==> config.mk <==
export PLATFORM = sky130hd
export DESIGN_NAME = plab5_mcore_mem_req_arb
export DESIGN_NICKNAME = d
export VERILOG_FILES = /design/src/rtl/plab5_mcore_mem_req_arb_pkg.sv /design/src/rtl/plab5_mcore_mem_arb_id_fifo.sv /design/src/rtl/plab5_mcore_mem_req_arb_checker.sv /design/src/rtl/plab5_mcore_mem_req_arb.sv
export SDC_FILE = /design/constraint.sdc
export NUM_CORES = 1
export LEC_CHECK = 0
export CORE_AREA = 2 2 149 151
export DETAILED_ROUTE_END_ITERATION = 8
export DIE_AREA = 0 0 151 153
export PLACE_DENSITY = 0.57
export SLEW_MARGIN = 20
export SYNTH_ARGS = -nofsm -noshare
export SYNTH_HDL_FRONTEND = slang
export SYNTH_SLANG_ARGS = --single-unit
==> constraint.sdc <==
create_clock -name clk -period 1.8 [get_ports clk]
set_input_delay 0.36 -clock clk [delete_from_list [all_inputs] [get_ports clk]]
set_output_delay 0.36 -clock clk [all_outputs]
set_load 0.005 [all_outputs]
==> src/rtl/plab5_mcore_mem_req_arb_pkg.sv <==
// Shared memory-message definitions: type encodings, control widths and field offsets
// used by the arbiter, the test memory and the cores.
package plab5_mcore_mem_req_arb_pkg;

    typedef enum logic [2:0] {
        MEM_TYPE_READ       = 3'd0,
        MEM_TYPE_WRITE      = 3'd1,
        MEM_TYPE_WRITE_INIT = 3'd2,
        MEM_TYPE_AMO_ADD    = 3'd3,
        MEM_TYPE_AMO_AND    = 3'd4,
        MEM_TYPE_AMO_OR     = 3'd5
    } mem_type_e;

    localparam int unsigned MEM_TYPE_NBITS = 3;

    // Request control is {type, opaque, addr, len}; response control is {type, opaque, len}.
    function automatic int unsigned mem_len_nbits(input int unsigned d);
        return $clog2(d / 8);
    endfunction

    function automatic int unsigned mem_req_cnbits(input int unsigned o, input int unsigned a,
                                                   input int unsigned d);
        return MEM_TYPE_NBITS + o + a + mem_len_nbits(d);
    endfunction

    function automatic int unsigned mem_resp_cnbits(input int unsigned o, input int unsigned d);
        return MEM_TYPE_NBITS + o + mem_len_nbits(d);
    endfunction

    function automatic int unsigned mem_req_addr_lsb(input int unsigned d);
        return mem_len_nbits(d);
    endfunction

    function automatic int unsigned mem_req_opaque_lsb(input int unsigned a, input int unsigned d);
        return mem_len_nbits(d) + a;
    endfunction

    function automatic int unsigned mem_req_type_lsb(input int unsigned o, input int unsigned a,
                                                     input int unsigned d);
        return mem_len_nbits(d) + a + o;
    endfunction

endpackage

==> src/rtl/plab5_mcore_mem_arb_id_fifo.sv <==
// In-order tracking FIFO of requester IDs for requests in flight at the memory.
module plab5_mcore_mem_arb_id_fifo
    import plab5_mcore_mem_req_arb_pkg::*;
#(
    parameter int unsigned p_depth = 2
)(
    input  logic clk,
    input  logic reset,
    input  logic push,
    input  logic push_id,
    input  logic pop,
    output logic head,
    output logic full,
    output logic empty
);

    localparam int unsigned c_ptr_nbits = (p_depth > 1) ? $clog2(p_depth) : 1;
    localparam int unsigned c_cnt_nbits = $clog2(p_depth + 1);
    localparam logic [c_ptr_nbits-1:0] c_ptr_last = c_ptr_nbits'(p_depth - 1);
    localparam logic [c_ptr_nbits-1:0] c_ptr_one  = c_ptr_nbits'(1);
    localparam logic [c_cnt_nbits-1:0] c_cnt_full = c_cnt_nbits'(p_depth);
    localparam logic [c_cnt_nbits-1:0] c_cnt_one  = c_cnt_nbits'(1);

    logic [p_depth-1:0]     ids_r;
    logic [c_ptr_nbits-1:0] wr_ptr_r;
    logic [c_ptr_nbits-1:0] rd_ptr_r;
    logic [c_cnt_nbits-1:0] count_r;
    logic                   do_push_s;
    logic                   do_pop_s;

    function automatic logic [c_ptr_nbits-1:0] next_ptr(input logic [c_ptr_nbits-1:0] ptr);
        if (ptr == c_ptr_last) begin
            return {c_ptr_nbits{1'b0}};
        end else begin
            return ptr + c_ptr_one;
        end
    endfunction

    assign full      = (count_r == c_cnt_full);
    assign empty     = (count_r == {c_cnt_nbits{1'b0}});
    assign do_push_s = push && !full;
    assign do_pop_s  = pop && !empty;
    assign head      = ids_r[rd_ptr_r];

    // Storage, pointers and occupancy; push and pop together leave the count unchanged.
    always_ff @(posedge clk or negedge reset) begin
        if (!reset) begin
            ids_r    <= {p_depth{1'b0}};
            wr_ptr_r <= {c_ptr_nbits{1'b0}};
            rd_ptr_r <= {c_ptr_nbits{1'b0}};
            count_r  <= {c_cnt_nbits{1'b0}};
        end else begin
            if (do_push_s) begin
                ids_r[wr_ptr_r] <= push_id;
                wr_ptr_r        <= next_ptr(wr_ptr_r);
            end
            if (do_pop_s) begin
                rd_ptr_r <= next_ptr(rd_ptr_r);
            end
            case ({do_push_s, do_pop_s})
                2'b10:   count_r <= count_r + c_cnt_one;
                2'b01:   count_r <= count_r - c_cnt_one;
                default: count_r <= count_r;
            endcase
        end
    end

endmodule

==> src/rtl/plab5_mcore_mem_req_arb_checker.sv <==
// Simulation-only protocol checks on the arbiter's handshake inputs.
module plab5_mcore_mem_req_arb_checker (
    input logic clk,
    input logic reset,
    input logic in0_memreq_val,
    input logic in1_memreq_val,
    input logic memreq_rdy,
    input logic memresp_val,
    input logic in0_memresp_rdy,
    input logic in1_memresp_rdy,
    input logic fifo_empty
);

    // Handshake inputs must be known, and the memory must not answer with nothing in flight.
    always @(posedge clk) begin
        if (reset) begin
            assert (!$isunknown({in0_memreq_val, in1_memreq_val, memreq_rdy,
                                 memresp_val, in0_memresp_rdy, in1_memresp_rdy}));
            assert (!(memresp_val && fifo_empty));
        end
    end

endmodule

==> src/rtl/plab5_mcore_mem_req_arb.sv <==
// Round-robin merge of two requesters onto one memory port, with in-order
// response routing driven by a FIFO of issuing-port IDs.
module plab5_mcore_mem_req_arb
    import plab5_mcore_mem_req_arb_pkg::*;
#(
    parameter int unsigned p_opaque_nbits = 8,
    parameter int unsigned p_addr_nbits   = 32,
    parameter int unsigned p_data_nbits   = 32,
    parameter int unsigned p_max_inflight = 2,
    localparam int unsigned c_req_cnbits  = mem_req_cnbits(p_opaque_nbits, p_addr_nbits, p_data_nbits),
    localparam int unsigned c_resp_cnbits = mem_resp_cnbits(p_opaque_nbits, p_data_nbits)
)(
    input  logic                     clk,
    input  logic                     reset,

    input  logic                     in0_memreq_val,
    output logic                     in0_memreq_rdy,
    input  logic [c_req_cnbits-1:0]  in0_memreq_control,
    input  logic [p_data_nbits-1:0]  in0_memreq_data,
    input  logic                     in1_memreq_val,
    output logic                     in1_memreq_rdy,
    input  logic [c_req_cnbits-1:0]  in1_memreq_control,
    input  logic [p_data_nbits-1:0]  in1_memreq_data,

    output logic                     in0_memresp_val,
    input  logic                     in0_memresp_rdy,
    output logic [c_resp_cnbits-1:0] in0_memresp_control,
    output logic [p_data_nbits-1:0]  in0_memresp_data,
    output logic                     in1_memresp_val,
    input  logic                     in1_memresp_rdy,
    output logic [c_resp_cnbits-1:0] in1_memresp_control,
    output logic [p_data_nbits-1:0]  in1_memresp_data,

    output logic                     memreq_val,
    input  logic                     memreq_rdy,
    output logic [c_req_cnbits-1:0]  memreq_control,
    output logic [p_data_nbits-1:0]  memreq_data,

    input  logic                     memresp_val,
    output logic                     memresp_rdy,
    input  logic [c_resp_cnbits-1:0] memresp_control,
    input  logic [p_data_nbits-1:0]  memresp_data
);

    logic       prio_r;
    logic       lock_r;
    logic       lock_id_r;
    logic [1:0] req_val_s;
    logic       sel_s;
    logic       fire_s;
    logic       resp_fire_s;
    logic       fifo_head_s;
    logic       fifo_full_s;
    logic       fifo_empty_s;

    assign req_val_s = {in1_memreq_val, in0_memreq_val};

    // Grant selection: a refused offer keeps its grant, ties go to the favoured port.
    always_comb begin
        sel_s = 1'b0;
        if (lock_r) begin
            sel_s = lock_id_r;
        end else if (req_val_s == 2'b11) begin
            sel_s = prio_r;
        end else if (req_val_s == 2'b10) begin
            sel_s = 1'b1;
        end else begin
            sel_s = 1'b0;
        end
    end

    assign memreq_val     = reset && req_val_s[sel_s] && !fifo_full_s;
    assign in0_memreq_rdy = reset && !sel_s && memreq_rdy && !fifo_full_s;
    assign in1_memreq_rdy = reset && sel_s && memreq_rdy && !fifo_full_s;
    assign memreq_control = sel_s ? in1_memreq_control : in0_memreq_control;
    assign memreq_data    = sel_s ? in1_memreq_data : in0_memreq_data;
    assign fire_s         = memreq_val && memreq_rdy;

    // Round-robin priority and grant lock, updated on fire or on a refused offer.
    always_ff @(posedge clk or negedge reset) begin
        if (!reset) begin
            prio_r    <= 1'b0;
            lock_r    <= 1'b0;
            lock_id_r <= 1'b0;
        end else if (fire_s) begin
            prio_r    <= !sel_s;
            lock_r    <= 1'b0;
        end else if (memreq_val) begin
            lock_r    <= 1'b1;
            lock_id_r <= sel_s;
        end
    end

    plab5_mcore_mem_arb_id_fifo #(
        .p_depth (p_max_inflight)
    ) id_fifo (
        .clk     (clk),
        .reset   (reset),
        .push    (fire_s),
        .push_id (sel_s),
        .pop     (resp_fire_s),
        .head    (fifo_head_s),
        .full    (fifo_full_s),
        .empty   (fifo_empty_s)
    );

    // Only the port that owns the oldest in-flight request sees the response.
    assign in0_memresp_val     = reset && memresp_val && !fifo_empty_s && !fifo_head_s;
    assign in1_memresp_val     = reset && memresp_val && !fifo_empty_s && fifo_head_s;
    assign memresp_rdy         = reset && !fifo_empty_s &&
                                 (fifo_head_s ? in1_memresp_rdy : in0_memresp_rdy);
    assign resp_fire_s         = memresp_val && memresp_rdy;
    assign in0_memresp_control = memresp_control;
    assign in1_memresp_control = memresp_control;
    assign in0_memresp_data    = memresp_data;
    assign in1_memresp_data    = memresp_data;

    plab5_mcore_mem_req_arb_checker checker_inst (
        .clk             (clk),
        .reset           (reset),
        .in0_memreq_val  (in0_memreq_val),
        .in1_memreq_val  (in1_memreq_val),
        .memreq_rdy      (memreq_rdy),
        .memresp_val     (memresp_val),
        .in0_memresp_rdy (in0_memresp_rdy),
        .in1_memresp_rdy (in1_memresp_rdy),
        .fifo_empty      (fifo_empty_s)
    );

endmodule

* Word level (Yosys, flattened, before mapping)
Index checks and enable logic that the tools add are counted.
Cells by class: add/subtract/negate cells 4, $lt $le $gt $ge 4, equal/unequal tests 5, muxes and demuxes 18, bitwise gates (word level) 1, reductions and logical operators 27
Operators with widths (count):
- 45-bit two-way mux | 1
- 32-bit two-way mux | 1
- 1-bit logical AND | 19
- 1-bit two-way mux | 13
- 2-bit == test (second input constant) | 4
- 1-bit by 2-bit < comparator with 1-bit output (second input constant) | 3
- 1-bit zero test | 4
- 2-bit one-hot mux with 2 select lines | 1
- 2-bit nonzero test | 2
- 1-bit adder (second input constant) | 2
- 2-bit by 1-bit adder with 2-bit output (second input constant) | 1
- 2-bit bitwise mux | 1
- 2-bit by 1-bit == test with 1-bit output (second input constant) | 1
- 2-bit zero test | 1
- 2-bit AND reduction | 1
- 2-bit by 1-bit subtractor with 2-bit output (second input constant) | 1
- 1-bit demux with 1-bit select | 1
- 1-bit greater-or-equal comparator (second input constant) | 1
- 1-bit inverter | 1
Word-level totals: flip-flop bits (word level) 9, input port bits 207, output and inout bits 173, word-level logic and storage cells 66

* Longest topological paths before layout
Gate-level depths: netlist of the first run.
word-level depth 12, depth in mapped cells 7, mapped depth without buffers 7

* Cells and area by module
Synthesis of the first run repeated with hierarchy kept, for this count alone.
Second synthesis, totals: cells, all modules 229, area, all modules 2183.3 µm²
Modules (own cells, without submodules):
- plab5_mcore_mem_req_arb | times used 1, cells an instance 206, area each 1900.6 µm², seq. area each 75.1 µm²
- plab5_mcore_mem_arb_id_fifo | times used 1, cells an instance 23, area each 282.8 µm², seq. area each 150.1 µm²

* Worst setup path after synthesis of the first run
OpenSTA, ideal clock, no wires.
path kind register to register, from reg lock_id_r, to reg id_fifo.count_r[1], library setup time 79 ps, arrival 1777 ps, path slack -56 ps, cell stages (with the launch flop) 7, buffers on the path 0, clock period less this slack 1856 ps, path through dfrtp_1 > mux2i_1 > a2111oi_4 > nand2_1 > ha_1 > nor2_1 > xor2_1
Between the ends: cells in the longest elaborated chain, start to end 9
Ends and longest elaborated chain:
- from (decl) | RTL line plab5_mcore_mem_req_arb.sv:47 | logic lock_id_r;
- from (signal assigned) | RTL line plab5_mcore_mem_req_arb.sv:90 | lock_id_r <= sel_s;
- 1-bit two-way mux * | RTL line plab5_mcore_mem_req_arb.sv:61 | if (lock_r) begin
- 1-bit two-way mux (implied by the code) * (2 in series) | RTL line plab5_mcore_mem_req_arb.sv:72 | assign memreq_val = reset && req_val_s[sel_s] && !fifo_full_s;
- 1-bit logical AND * (2 in series) | RTL line plab5_mcore_mem_req_arb.sv:72
- via memreq_val | RTL line plab5_mcore_mem_req_arb.sv:34 | output logic memreq_val,
- 1-bit logical AND * | RTL line plab5_mcore_mem_req_arb.sv:77 | assign fire_s = memreq_val && memreq_rdy;
- 1-bit logical AND * | RTL line plab5_mcore_mem_arb_id_fifo.sv:41 | assign do_push_s = push && !full;
- 2-bit by 1-bit == test with 1-bit output or 2-bit == test (tied branches) | RTL line plab5_mcore_mem_arb_id_fifo.sv:60 | case ({do_push_s, do_pop_s})
- 2-bit one-hot mux with 2 select lines or 2-bit nonzero test (tied branches)
- to (signal assigned) | RTL line plab5_mcore_mem_arb_id_fifo.sv:61 | 2'b10: count_r <= count_r + c_cnt_one;
- to (signal assigned) | RTL line plab5_mcore_mem_arb_id_fifo.sv:62 | 2'b01: count_r <= count_r - c_cnt_one;
- to (signal assigned) | RTL line plab5_mcore_mem_arb_id_fifo.sv:63 | default: count_r <= count_r;
- to (decl) | RTL line plab5_mcore_mem_arb_id_fifo.sv:27 | logic [c_cnt_nbits-1:0] count_r;
Mark *: on every way through the listed nets, which the timed path passes. The rest lies on a longest branch. The select of a mux whose other input is x is not followed. A chain may end at the register's enable or synchronous reset.

* Final worst setup path of the first run
from reg prio_r, to out memreq_data[26]
Between the ends: cells in the longest elaborated chain, start to end 3
Ends and longest elaborated chain:
- from (decl) | RTL line plab5_mcore_mem_req_arb.sv:45 | logic prio_r;
- from (signal assigned) | RTL line plab5_mcore_mem_req_arb.sv:86 | prio_r <= !sel_s;
- 1-bit two-way mux | RTL line plab5_mcore_mem_req_arb.sv:63 | end else if (req_val_s == 2'b11) begin
- 1-bit two-way mux | RTL line plab5_mcore_mem_req_arb.sv:61
- 32-bit two-way mux | RTL line plab5_mcore_mem_req_arb.sv:76 | assign memreq_data = sel_s ? in1_memreq_data : in0_memreq_data;
- to (decl) | RTL line plab5_mcore_mem_req_arb.sv:37 | output logic [p_data_nbits-1:0] memreq_data,
No other way between the ends.

==> results of run 1 <==
## how the worst min path moves through the flow
stage / startpoint / endpoint
6_report: reset / id_fifo.count_r[1]
5_1_grt: reset / id_fifo.count_r[1]
4_1_cts: id_fifo.ids_r[1] / id_fifo.ids_r[1]
3_5_place_dp: id_fifo.wr_ptr_r / id_fifo.wr_ptr_r
3_3_place_gp: id_fifo.ids_r[1] / id_fifo.ids_r[1]
2_1_floorplan: reset / id_fifo.count_r[0]
## cell type report
| type | instances | area share, % |
|---|---|---|
| multi-input cells | 112 | 27.7 |
| flip-flops and latches | 9 | 4.12 |
| repair buffers | 300 | 60.1 |
| well taps | 280 | 6.41 |
| inverters | 3 | 0.206 |
| clock buffers | 4 | 1.44 |
## what timing repair did
action                     in CTS  in global routing
buffers inserted               33                  8
cloned                         10                  0
pin swaps                       7                  6
setup endpoints to repair      91                 88
gates resized for setup       410                144
## metrics by stage
step                      power [mW]  setup WS, ps  cells  hold slack (ps)  utilization, %
after floorplan                 2.10          38.3    223             64.4               -
after global placement          3.95          -981    664              479            20.1
after detailed placement        3.94          -981    664              474            20.1
after CTS                       6.36          -505    711              506            22.9
after global routing            7.43          -471    708              198            25.4
final                           7.02          -392    708              175            25.4
## worst max-delay path: stages (launching register included)
cell and delay (ps):
dfrtp_1 380, o21ai_2 160, o21ai_4 120, buf_12 150
buf_16 120, buf_8 120, buf_12 120, mux2_4 290
buf_6 120
## cells by family (layout without fill, tap and decap cells)
| group | Yosys count | after routing | synth area share (%) |
|---|---|---|---|
| xor+xnor | 5 | 5 | 2.10 |
| compound gates | 6 | 6 | 2.76 |
| mux | 84 | 84 | 45.1 |
| fa+ha+maj | 1 | 1 | 0.599 |
| buf+inv | 102 | 307 | 35.1 |
| flops | 9 | 9 | 10.8 |
| simple gates | 16 | 16 | 3.60 |
## metal layers
layer | routed length, um | vias to the layer above | global-route usage (%)
li1 | - | 1080 | -
met1 | 4460 | 1044 | 10.4
met2 | 5930 | 200 | 15.8
met3 | 1570 | 15 | 3.97
met4 | 65 | 2 | 1.07
met5 | 11 | - | 0
## layout by cell type, fill, tap and decap left out, drive strengths merged, types with 4 or more instances in the layout
cell / Yosys / final
dfrtp: 9 / 9
nor2b: 4 / 4
clkbuf: 0 / 4
mux2i: 4 / 4
mux2: 80 / 80
nor2: 7 / 7
buf: 99 / 138
clkdlybuf4s50: 0 / 158
## sequential cells by signal (all words and copies together), names as in the netlist
register	cells
prio_r	1
id_fifo.wr_ptr_r	1
id_fifo.ids_r	2
lock_id_r	1
id_fifo.rd_ptr_r	1
id_fifo.count_r	2
lock_r	1
## power by group
part	internal, mW	switching, mW
registers	0.305	0.0681
clock network	0.296	0.0922
logic	4.23	2.02
total	4.83	2.18
==> impl_metrics.toml, run 1 <==
[outcome]
status = "complete, but fails checks"
violations = "negative setup slack"

[pwr]
vdd_ir_drop_max_uv = 370
p_leak_nw = 2.41
powerDensity_mw_per_mm2 = 1280

[worst_setup_path]
crit_path_start_kind = "register"
worst_setup_path_end_kind = "primary output"
ff2ff_path_depth = 8
cp.required_ps = 1440
setup.worst_path.end = "memreq_data[26]"
r2r-end = "id_fifo.ids_r[0]"
crit_path_max_fanout = 4
startpoint = "prio_r"
worstSetupPathType = "register to primary output"
r2r_slack_ps = -130
cp_data_arrival_time_ps = 1830
r2r-start = "lock_id_r"

[finish]
final_nets = 637
fillers = 2285
syn_to_final_growth_pct = 162
multi_input_area_mm2 = 0.00151
seq_area_um2 = 225
antenna_cells = 0
drive_gt1_share_pct = 54.9
final_area_mm2 = 0.00546

[synth]
synthCells = 223
synth_edf_count = 0
synth_flop_cell = "dfrtp_1"
synth_area_mm2 = 0.00209
synthTopCellsByArea = "mux2_2, buf_4, dfrtp_1"
synth_area_per_cell_um2 = 9.36
synth_commonest_cells = "buf_4, mux2_2, buf_2, dfrtp_1, nor2_1"
yosys.area.top_type_share_pct = 42.1
yosysMostFrequentCell = "buf_4"
syn-num-nets = 431
synth.distinct_cells = 19
synth_seq_cells = 9
seq_area_frac_synth_pct = 10.8
yosysTopAreaCell = "mux2_2"
ys_warn_count = 0
async_flop_share_pct = 100

[clock_tree]
clk_pin_slew_ps = 40
cts.sinks = 9
htreeDepth = 1
clockBufferDepth = 2
clock-root-buffer = "clkbuf_16"
numCtsBuffers = 3
cts_tree = "done"
clock_latency_ps = 230
hold_buffers = 0

[global_route]
grt_pass1_wl_um = 15400
grt-ovfl-total = 0
grt_pass1_vias = 2447
grt_max_degree = 9
grtUsageTotal_pct = 9.03
antenna_found_initial = 1

[placed_design]
dp_hpwl_um = 8090
dpl_cell_area_mm2 = 0.00432
port-buffer-count = 244
gp_congestion = 0.658

[sta]
tns_ps = -23280
rsz0062_at_grt = "yes"
maxSlewHeadroom_pct = 79.5
fin_crit_sh_pct = 122
setup_viol = 84
setup_slack_ps = -392
clock_skew_ps = 0.390
finalHoldViolations = 0
period_needed_ps = 2190
fmax_mhz = 456
worst_slew_pin_slew_ps = 306
final_max_slew_viol_count = 0

[routing]
dr.pass1.iters = 4
via_per_inst = 3.31
ant_nets = 0
wl_um = 12000
drc = 0
drt_iter0_drc = 74
vias = 2341
wl_per_cell_um = 17.0

[floorplanning]
die-area_mm2 = 0.0231
start_util_pct = 9.71
core_mm2 = 0.0215
die_w_um = 151
num_rows = 54
die-height_um = 153
pin_count = 380

[run]
maxCapViolCount = 0

[worst_hold_path]
min-delay-path-class = "primary input to async pin"
Note: power is estimated with default switching activity, not from simulation.
==> run 2, diff against run 1 <==
ABC_AREA = 1   (was not set)
PLACE_DENSITY = 0.59   (was 0.57)
==> run 2 against run 1 <==
The run still ends with negative setup slack left. Clock-buffer cell count did not move. Non-clock buffer count rose by 24. Largest power group unchanged. Largest cell class unchanged. Cell count rose by 7.1%.
==> impl_metrics.toml, run 2 <==
[placed_design]
dpl_cell_area_mm2 = 0.00479
gp_congestion = 0.728
port-buffer-count = 244
dp_slack_ps = -843
dp_hpwl_um = 8200

[floorplanning]
pin_count = 380
start_util_pct = 11.5
die-height_um = 153
die_w_um = 151
num_rows = 54
core_mm2 = 0.0215
die-area_mm2 = 0.0231

[global_route]
grt_pass1_vias = 2518
grt_pass1_wl_um = 14300
grtUsageTotal_pct = 8.04
antenna_found_initial = 0
grt-ovfl-total = 0
grt_max_degree = 13

[routing]
wl_per_cell_um = 14.3
dr.pass1.iters = 4
via_per_inst = 3.31
ant_nets = 0
drc = 0
wl_um = 10900
vias = 2509
drt_iter0_drc = 22

[sta]
fin_crit_sh_pct = 122
setup_slack_ps = -400
fmax_mhz = 455
final_max_slew_viol_count = 0
worst_slew_pin_slew_ps = 213
maxSlewHeadroom_pct = 85.8
rsz0062_at_grt = "yes"
finalHoldViolations = 0
clock_skew_ps = 1.00
setup_viol = 82
tns_ps = -25680
period_needed_ps = 2200

[worst_setup_path]
crit_family = "buffers and inverters"
cp_slowest_cell = "dfrtp_2"
crit_path_max_fanout = 5
cp_data_arrival_time_ps = 1840
r2r-end = "id_fifo.count_r[1]"
cp.buffers_inverters = 5
r2r_slack_ps = -180
slowest_delay_ps = 430
ff2ff_path_depth = 13
r2r-start = "lock_r"
crit_path_frequent_cell = "buf_6"
worstSetupPathType = "register to primary output"
startpoint = "lock_r"
cp_cell_sequence = "nor2_4 > nand2_4 > nand2_8 > buf_12 > buf_12 > buf_6 > buf_6 > mux2_4 > buf_6"
worst_setup_path_end_kind = "primary output"
cp.required_ps = 1440
crit_path_start_kind = "register"

[finish]
antenna_cells = 0
final_area_mm2 = 0.00542
syn_to_final_growth_pct = 119
drive_gt1_share_pct = 52.3
top_regs = "id_fifo.count_r (2), id_fifo.ids_r (2)"
final_nets = 687
seq_area_um2 = 226
final_common_cell = "clkdlybuf4s50_1"
multi_input_area_mm2 = 0.00150
layout_common_cells = "clkdlybuf4s50_1, mux2_4, buf_6, clkbuf_2, buf_4"
fillers = 2326

[synth]
synth_area_mm2 = 0.00247
synth_area_per_cell_um2 = 9.93
synth_edf_count = 0
seq_area_frac_synth_pct = 9.11
yosys.area.top_type_share_pct = 38.9
syn-num-nets = 457
synthTopCellsByArea = "mux2_4, buf_4, dfrtp_1"
synth.distinct_cells = 20
yosysMostFrequentCell = "buf_4"
async_flop_share_pct = 100
ys_warn_count = 0
synth_commonest_cells = "buf_4, mux2_4, nand2_1, mux2_2, inv_1"
synth_seq_cells = 9
yosysTopAreaCell = "mux2_4"
synth_flop_cell = "dfrtp_1"
synthCells = 249

[clock_tree]
hold_buffers = 0
htreeDepth = 1
clockBufferDepth = 2
numCtsBuffers = 3
clock-root-buffer = "clkbuf_16"
cts_tree = "done"
clk_pin_slew_ps = 40
clock_latency_ps = 230
cts.sinks = 9

[pwr]
powerDensity_mw_per_mm2 = 1020
total_power_mw = 5.54
p_leak_nw = 2.50
vdd_ir_drop_max_uv = 510

[worst_hold_path]
min-delay-path-class = "primary input to async pin"

[outcome]
status = "complete, but fails checks"
violations = "negative setup slack"

[run]
maxCapViolCount = 0
## run 2: cell types whose count changed in the layout (fill, tap and decap cells not counted), sizes merged, moves of 4 or more
cell | previous run | this run
clkbuf | 4 | 42
buf | 138 | 111
nand2 | 3 | 25
clkdlybuf4s15 | 2 | 12
inv | 3 | 12
nand4 | 0 | 5
dlygate4sd2 | 1 | 5
mux2i | 4 | 0
nor2b | 4 | 0
## run 2: cell type report
| type | instances | area share [%] |
|---|---|---|
| tap | 280 | 6.47 |
| sequential | 9 | 4.18 |
| inverter | 13 | 0.924 |
| clock buffer | 4 | 1.46 |
| multi-input combinational | 128 | 27.6 |
| timing repair buffer | 324 | 59.3 |
## run 2: repair_timing
action                                  in CTS  in global routing
endpoints found under the setup margin      88                 82
pin swaps                                    2                  5
cloned                                       3                  3
setup buffers                               25                 22
gates resized for setup                    257                130
## run 2: worst register-to-register path, stage by stage, from the launching register on
cell and delay (ps):
dfrtp_2 430, nor2_4 130, nand2_4 70, nand2_8 120
buf_12 140, buf_4 110, nand3_2 50, nand2_2 100
buf_6 110, nand2_4 50, ha_4 210, a21oi_2 110
o21ai_2 80, xor2_1 140
## run 2: per-layer routing
metal	part of all wire, %	vias up	GRT usage (%)
li1	-	1200	-
met3	17	4	4.93
met5	0.34	-	1.30
met4	0.15	2	0.801
met2	44	216	12.7
met1	39	1087	9.48
## run 2: worst max-delay path by stage
stage	endpoint	slack, ps	cells after the start
6_report	memreq_control[35]	-400	9
5_1_grt	memreq_control[35]	-480	9
4_1_cts	memreq_data[3]	-620	8
3_5_place_dp	memreq_data[3]	-840	9
3_3_place_gp	memreq_data[3]	-840	9
2_1_floorplan	id_fifo.count_r[1]	90	10
## run 2: per-stage QoR
stage | hold WS [ps] | instances | utilization [%]
finish | 224 | 758 | 25.2
global route | 249 | 758 | 25.2
CTS | 225 | 744 | 24.6
detailed placement | 468 | 712 | 22.3
global placement | 468 | 712 | 22.3
floorplan | 64.4 | 249 | -
## run 2: kinds of logic (layout without fill, tap and decap cells)
family	Yosys count	after routing	synth area share, %
buffers and inverters	112	341	35.9
multiplexers	77	77	44.8
AND/OR/NAND/NOR	42	42	7.64
flip-flops	9	9	9.11
AO/OA/AOI/OAI	5	5	1.01
XOR/XNOR	3	3	1.06
adder cells (fa/ha/maj)	1	1	0.506
## run 2: power by group
part           switching [mW]  internal, mW
Sequential             0.0777         0.303
Combinational            1.57          3.20
Clock                  0.0954         0.296
==> variant 1 (settings of run 1) <==
Make the reset (`reset`) synchronous in 2 clocked blocks.
--- a/src/rtl/plab5_mcore_mem_arb_id_fifo.sv
+++ b/src/rtl/plab5_mcore_mem_arb_id_fifo.sv
@@ -44,5 +44,5 @@
 
     // Storage, pointers and occupancy; push and pop together leave the count unchanged.
-    always_ff @(posedge clk or negedge reset) begin
+    always_ff @(posedge clk) begin
         if (!reset) begin
             ids_r    <= {p_depth{1'b0}};
--- a/src/rtl/plab5_mcore_mem_req_arb.sv
+++ b/src/rtl/plab5_mcore_mem_req_arb.sv
@@ -78,5 +78,5 @@
 
     // Round-robin priority and grant lock, updated on fire or on a refused offer.
-    always_ff @(posedge clk or negedge reset) begin
+    always_ff @(posedge clk) begin
         if (!reset) begin
             prio_r    <= 1'b0;
Behaviour: differs if reset is asserted again (counterexample within 4 cycles, from zero or initial values and one cycle with reset low); with reset held inactive, the same outputs for 10 cycles.
==> variant 1 against run 1 <==
- the run still ends with negative setup slack left
- via count up 11%
- sequential cell count unchanged
- wire length up 11%
- critical path depth up 1
- die area unchanged
- worst setup slack about the same
- worst hold slack better by 0.31 ns
- cell area up 5.7%
- global-route usage up 1.3 points
- synthesized area up 4.4%
- critical endpoint is now memreq_control[5]
- largest cell class unchanged
Power is left out: it rests on default switching activity, and per cell area and clock period it moved more than threefold.
==> variant 1: results (changes against run 1) <==
By area the synthesized netlist is led by sky130_fd_sc_hd__mux2_2, sky130_fd_sc_hd__buf_4, sky130_fd_sc_hd__dfxtp_1. The number of logic inverters in the finished layout came to 1 (-2). The slack of the worst reg-to-reg path came out at -0.05 ns (+0.08 ns). The delay of the slowest cell on the worst path came out at 0.32 ns (-0.06 ns).

The commonest cells after synthesis are sky130_fd_sc_hd__buf_4, sky130_fd_sc_hd__mux2_2, sky130_fd_sc_hd__mux2_1, sky130_fd_sc_hd__dfxtp_1, sky130_fd_sc_hd__nand2_1. The fraction of met1 tracks used by global routing came out at 0.120 (+0.0164). The worst path setup slack after routing is -0.392 ns (-0.0000160 ns). The clock skew after layout is 0.00104 ns (+0.000646 ns). The total number of nets in the final design was 675 (+6.0%). The final HPWL from detailed placement came to 8830 µm (+9.2%).

The global-route usage over all layers is 0.104 (+0.0133). The final RePlAce weighted congestion came out at 0.728 (+11%). The headroom to the max-slew limit was 0.781 (-0.0145). The flow ran to the end, but the final reports show violations. The area of the multi-input gates is 1600 µm² (+5.9%).

The most critical setup path has its startpoint at lock_r. The register area is 189 µm² (-16%). The wire length of the first global-routing pass is 17800 µm (+16%). The worst-path maximum fanout came to 5 (+1). The total number of multi-input combinational cells came to 129 (+15%). The final reports fail on negative setup slack. Following the worst setup path forward leads to its endpoint at memreq_control[5]. The number of filler instances in the final layout came out at 2246 (-1.7%). The classification of the worst-slack hold path is reg -> reg.

On the critical path, the stage with the largest delay is an instance of sky130_fd_sc_hd__dfxtp_2. The main flop type after synthesis is sky130_fd_sc_hd__dfxtp_1. The number of diodes added for antenna fixing is 1 (+1). The number of failing setup endpoints in the final timing report is 80 (-4.8%). The met3 usage is 0.0457 (+0.00597). The startpoint identified for the worst register-to-register timing path is lock_id_r.

The vias after detailed routing came out at 2606 (+11%). The number of resized instances in the post-cts repair step is 507 (+24%). The number of buffers inserted by post-CTS setup repair came out at 55 (+67%).
## variant 1: logic make-up (layout without fill, tap and decap cells)
group	count (synthesis)	count (layout)	synth area share
buf+inv	100	328	0.355
mux	84	84	0.430
simple gates	31	31	0.0741
compound gates	11	11	0.0442
flops	9	9	0.0827
xor+xnor	2	2	0.00804
fa+ha+maj	1	1	0.00574
other cells	0	1	0
## variant 1: stage by stage
step	hold slack (ns)	TNS [ns]	worst slack, ns	instances	area [µm²]
after CTS	0.485	-27.36	-0.436	747	5660
after floorplan	0.444	0	0.000266	238	2190
after detailed placement	0.477	-76.36	-1.01	681	4370
after global placement	0.459	-75.94	-1.01	681	4370
final	0.485	-22.46	-0.392	747	5770
after global routing	0.530	-27.14	-0.450	747	5770
## variant 1: layer usage
metal / wire, µm / up-vias
met5: 0 / -
met4: 15 / 0
met3: 1860 / 3
met2: 6480 / 223
met1: 5060 / 1192
li1: - / 1188
==> variant 2 (flow settings as in run 1) <==
Made on the original files. Set the parameter `p_max_inflight` to 4 (it was 2).
--- a/src/rtl/plab5_mcore_mem_req_arb.sv
+++ b/src/rtl/plab5_mcore_mem_req_arb.sv
@@ -7,5 +7,5 @@
     parameter int unsigned p_addr_nbits   = 32,
     parameter int unsigned p_data_nbits   = 32,
-    parameter int unsigned p_max_inflight = 2,
+    parameter int unsigned p_max_inflight = 4,
     localparam int unsigned c_req_cnbits  = mem_req_cnbits(p_opaque_nbits, p_addr_nbits, p_data_nbits),
     localparam int unsigned c_resp_cnbits = mem_resp_cnbits(p_opaque_nbits, p_data_nbits)
Function: changed (Yosys sat finds a counterexample within 4 cycles, from zero or initial values and one cycle with reset low).
==> variant 2 against run 1 <==
- the run still ends with negative setup slack left
- synthesized area rose by 17%
- non-clock buffer count rose by 18
- worst setup slack got worse by 0.16 ns
- power rose by 4.8%
- sequential cell count rose by 5
- maximum frequency fell by 6.8%
- cell area rose by 3.3%
- wire length rose by 7.9%
- largest cell class unchanged
==> variant 2: results (changes against run 1) <==
The synthesized netlist net count is 463 (+7.4%). The starting DRC count in detailed routing was 43 (-42%). The critical path ends at memreq_data[20].

The number of global-route vias before repair is 2653 (+8.4%). The leakage dissipation came to 2.53 nW (+5.2%). The detailed route wirelength on metal3 came to 1640 µm (+4.1%). The sum of negative setup slack is -34.95 ns (-11.66 ns). The number of filler instances in the final layout is 2273 (-0.53%). The start point of the critical path is lock_r. By count the netlist is led by sky130_fd_sc_hd__buf_4, sky130_fd_sc_hd__mux2_1, sky130_fd_sc_hd__mux2_2, sky130_fd_sc_hd__dfrtp_1.

The flow ran to the end, but the final reports show violations. The final HPWL from detailed placement came to 9020 µm (+12%). The clock skew after layout came to 0.00162 ns (+0.00123 ns).

The wire length of the first global-routing pass is 16400 µm (+6.5%). The placed instance area is 4740 µm² (+9.9%). The worst-path maximum fanout is 6 (+2). The worst register-to-register path ends at id_fifo.count_r[2]. The slack of the worst reg-to-reg path came out at -0.47 ns (-0.34 ns).

In the post-synthesis netlist, the biggest area contributors are sky130_fd_sc_hd__buf_4, sky130_fd_sc_hd__mux2_1, sky130_fd_sc_hd__dfrtp_1. The pin count of the biggest net entering global routing came out at 24 (+15). The number of failing setup endpoints in the final timing report is 85 (+1.2%). The sequential area share after synthesis came out at 0.143 (+0.0351). The largest registers in the layout are id_fifo.ids_r: 4 flops, id_fifo.count_r: 3 flops. The detailed router used layers up to and including met4.

The overall routed net length is 13000 µm (+7.9%). The arrival time at the worst endpoint is 1.99 ns (+0.16 ns). The final RePlAce weighted congestion came out at 0.749 (+14%).

The post-route met1 wirelength is 5670 µm (+27%). The count of cell types in the netlist came out at 25 (+6). The global-route usage over all layers came out at 0.0947 (+0.00440). The transition time at the pin with the least slew margin came out at 0.311 ns (+0.00484 ns). The total number of nets in the final design was 687 (+7.8%). The worst path setup slack after routing came out at -0.553 ns (-0.160 ns).

The startpoint identified for the worst register-to-register timing path is id_fifo.rd_ptr_r[0]. The logic depth of the worst register-to-register path is 9 (+1). The post-synthesis area per instance came to 9.84 µm² (+5.1%). The post-placement cell count is 697 (+5.0%). The detailed-router iteration count before antenna repair is 3 (-1). The initial antenna violation count came out at 0 (-1).

The average routed wire per standard cell is 17.3 µm (+1.6%). The final reports fail on negative setup slack. The met2 routed wirelength is 5630 µm (-5.1%).
## variant 2: changes by cell type after synthesis, sizes merged, moves of 3 or more
| cell | change |
|---|---|
| inv | +6 |
| mux2 | +6 |
| dfrtp | +5 |
| ha | +5 |
| nor4b | +4 |
| nor2b | -3 |
| o21ai | -3 |
## variant 2: cells by family (layout without fill, tap and decap cells)
kind of cell | count (synthesis) | count (layout) | synth area share
buffers and inverters | 108 | 331 | 0.308
AND/OR/NAND/NOR | 19 | 19 | 0.0434
XOR/XNOR | 3 | 3 | 0.0107
multiplexers | 90 | 90 | 0.417
AO/OA/AOI/OAI | 8 | 8 | 0.0393
adder cells (fa/ha/maj) | 7 | 7 | 0.0388
flip-flops | 14 | 14 | 0.143
## variant 2: timing repair
item | CTS | global route
setup endpoints to repair | 92 | 88
gates resized for setup | 259 | 190
setup buffers | 31 | 26
pin swaps | 8 | 4
gates cloned | 6 | 5
hold buffers | 0 | 0
## variant 2: layer usage
metal / global-route usage / vias to the layer above
met3: 0.0448 / 6
met1: 0.121 / 1177
met4: 0.0116 / 0
met2: 0.149 / 206
met5: 0 / -
li1: - / 1218
## variant 2: final cells by class
type	count	area, µm²	area share
well taps	280	350	0.0621
flip-flops and latches	14	350	0.0621
multi-input cells	127	1670	0.295
clock buffers	4	88.8	0.0157
repair buffers	318	3150	0.559
inverters	9	33.8	0.00599
## variant 2: power by group
group | switching [W] | leakage, nW | internal (W) | total (W)
sequential | 0.000114 | 0.168 | 0.000470 | 0.000584
clock | 0.000121 | 0.0442 | 0.000336 | 0.000457
combinational | 0.00222 | 2.32 | 0.00409 | 0.00631
## variant 2: per-stage QoR
stage | utilization | hold slack, ns
5_1_grt | 0.263 | 0.169
3_3_place_gp | 0.221 | 0.487
2_1_floorplan | - | 0.0644
4_1_cts | 0.253 | 0.170
3_5_place_dp | 0.221 | 0.495
6_report | 0.263 | 0.173
## variant 2: worst reg2reg max path, delay by kind of cell (launching register included)
family	cells	cell delay [ns]
adder cells (fa/ha/maj)	2	0.53
multiplexers	2	0.72
XOR/XNOR	2	0.27
AND/OR/NAND/NOR	2	0.28
buffers and inverters	1	0.04
flip-flops	1	0.36
## variant 2: how the worst min path moves through the flow
stage                startpoint                  to  depth (start not counted)
2_1_floorplan             reset  id_fifo.count_r[0]                          0
3_3_place_gp   id_fifo.ids_r[2]    id_fifo.ids_r[2]                          1
3_5_place_dp   id_fifo.ids_r[1]    id_fifo.ids_r[1]                          1
4_1_cts                   reset  id_fifo.count_r[1]                          2
5_1_grt                   reset  id_fifo.count_r[1]                          2
6_report                  reset  id_fifo.count_r[1]                          2
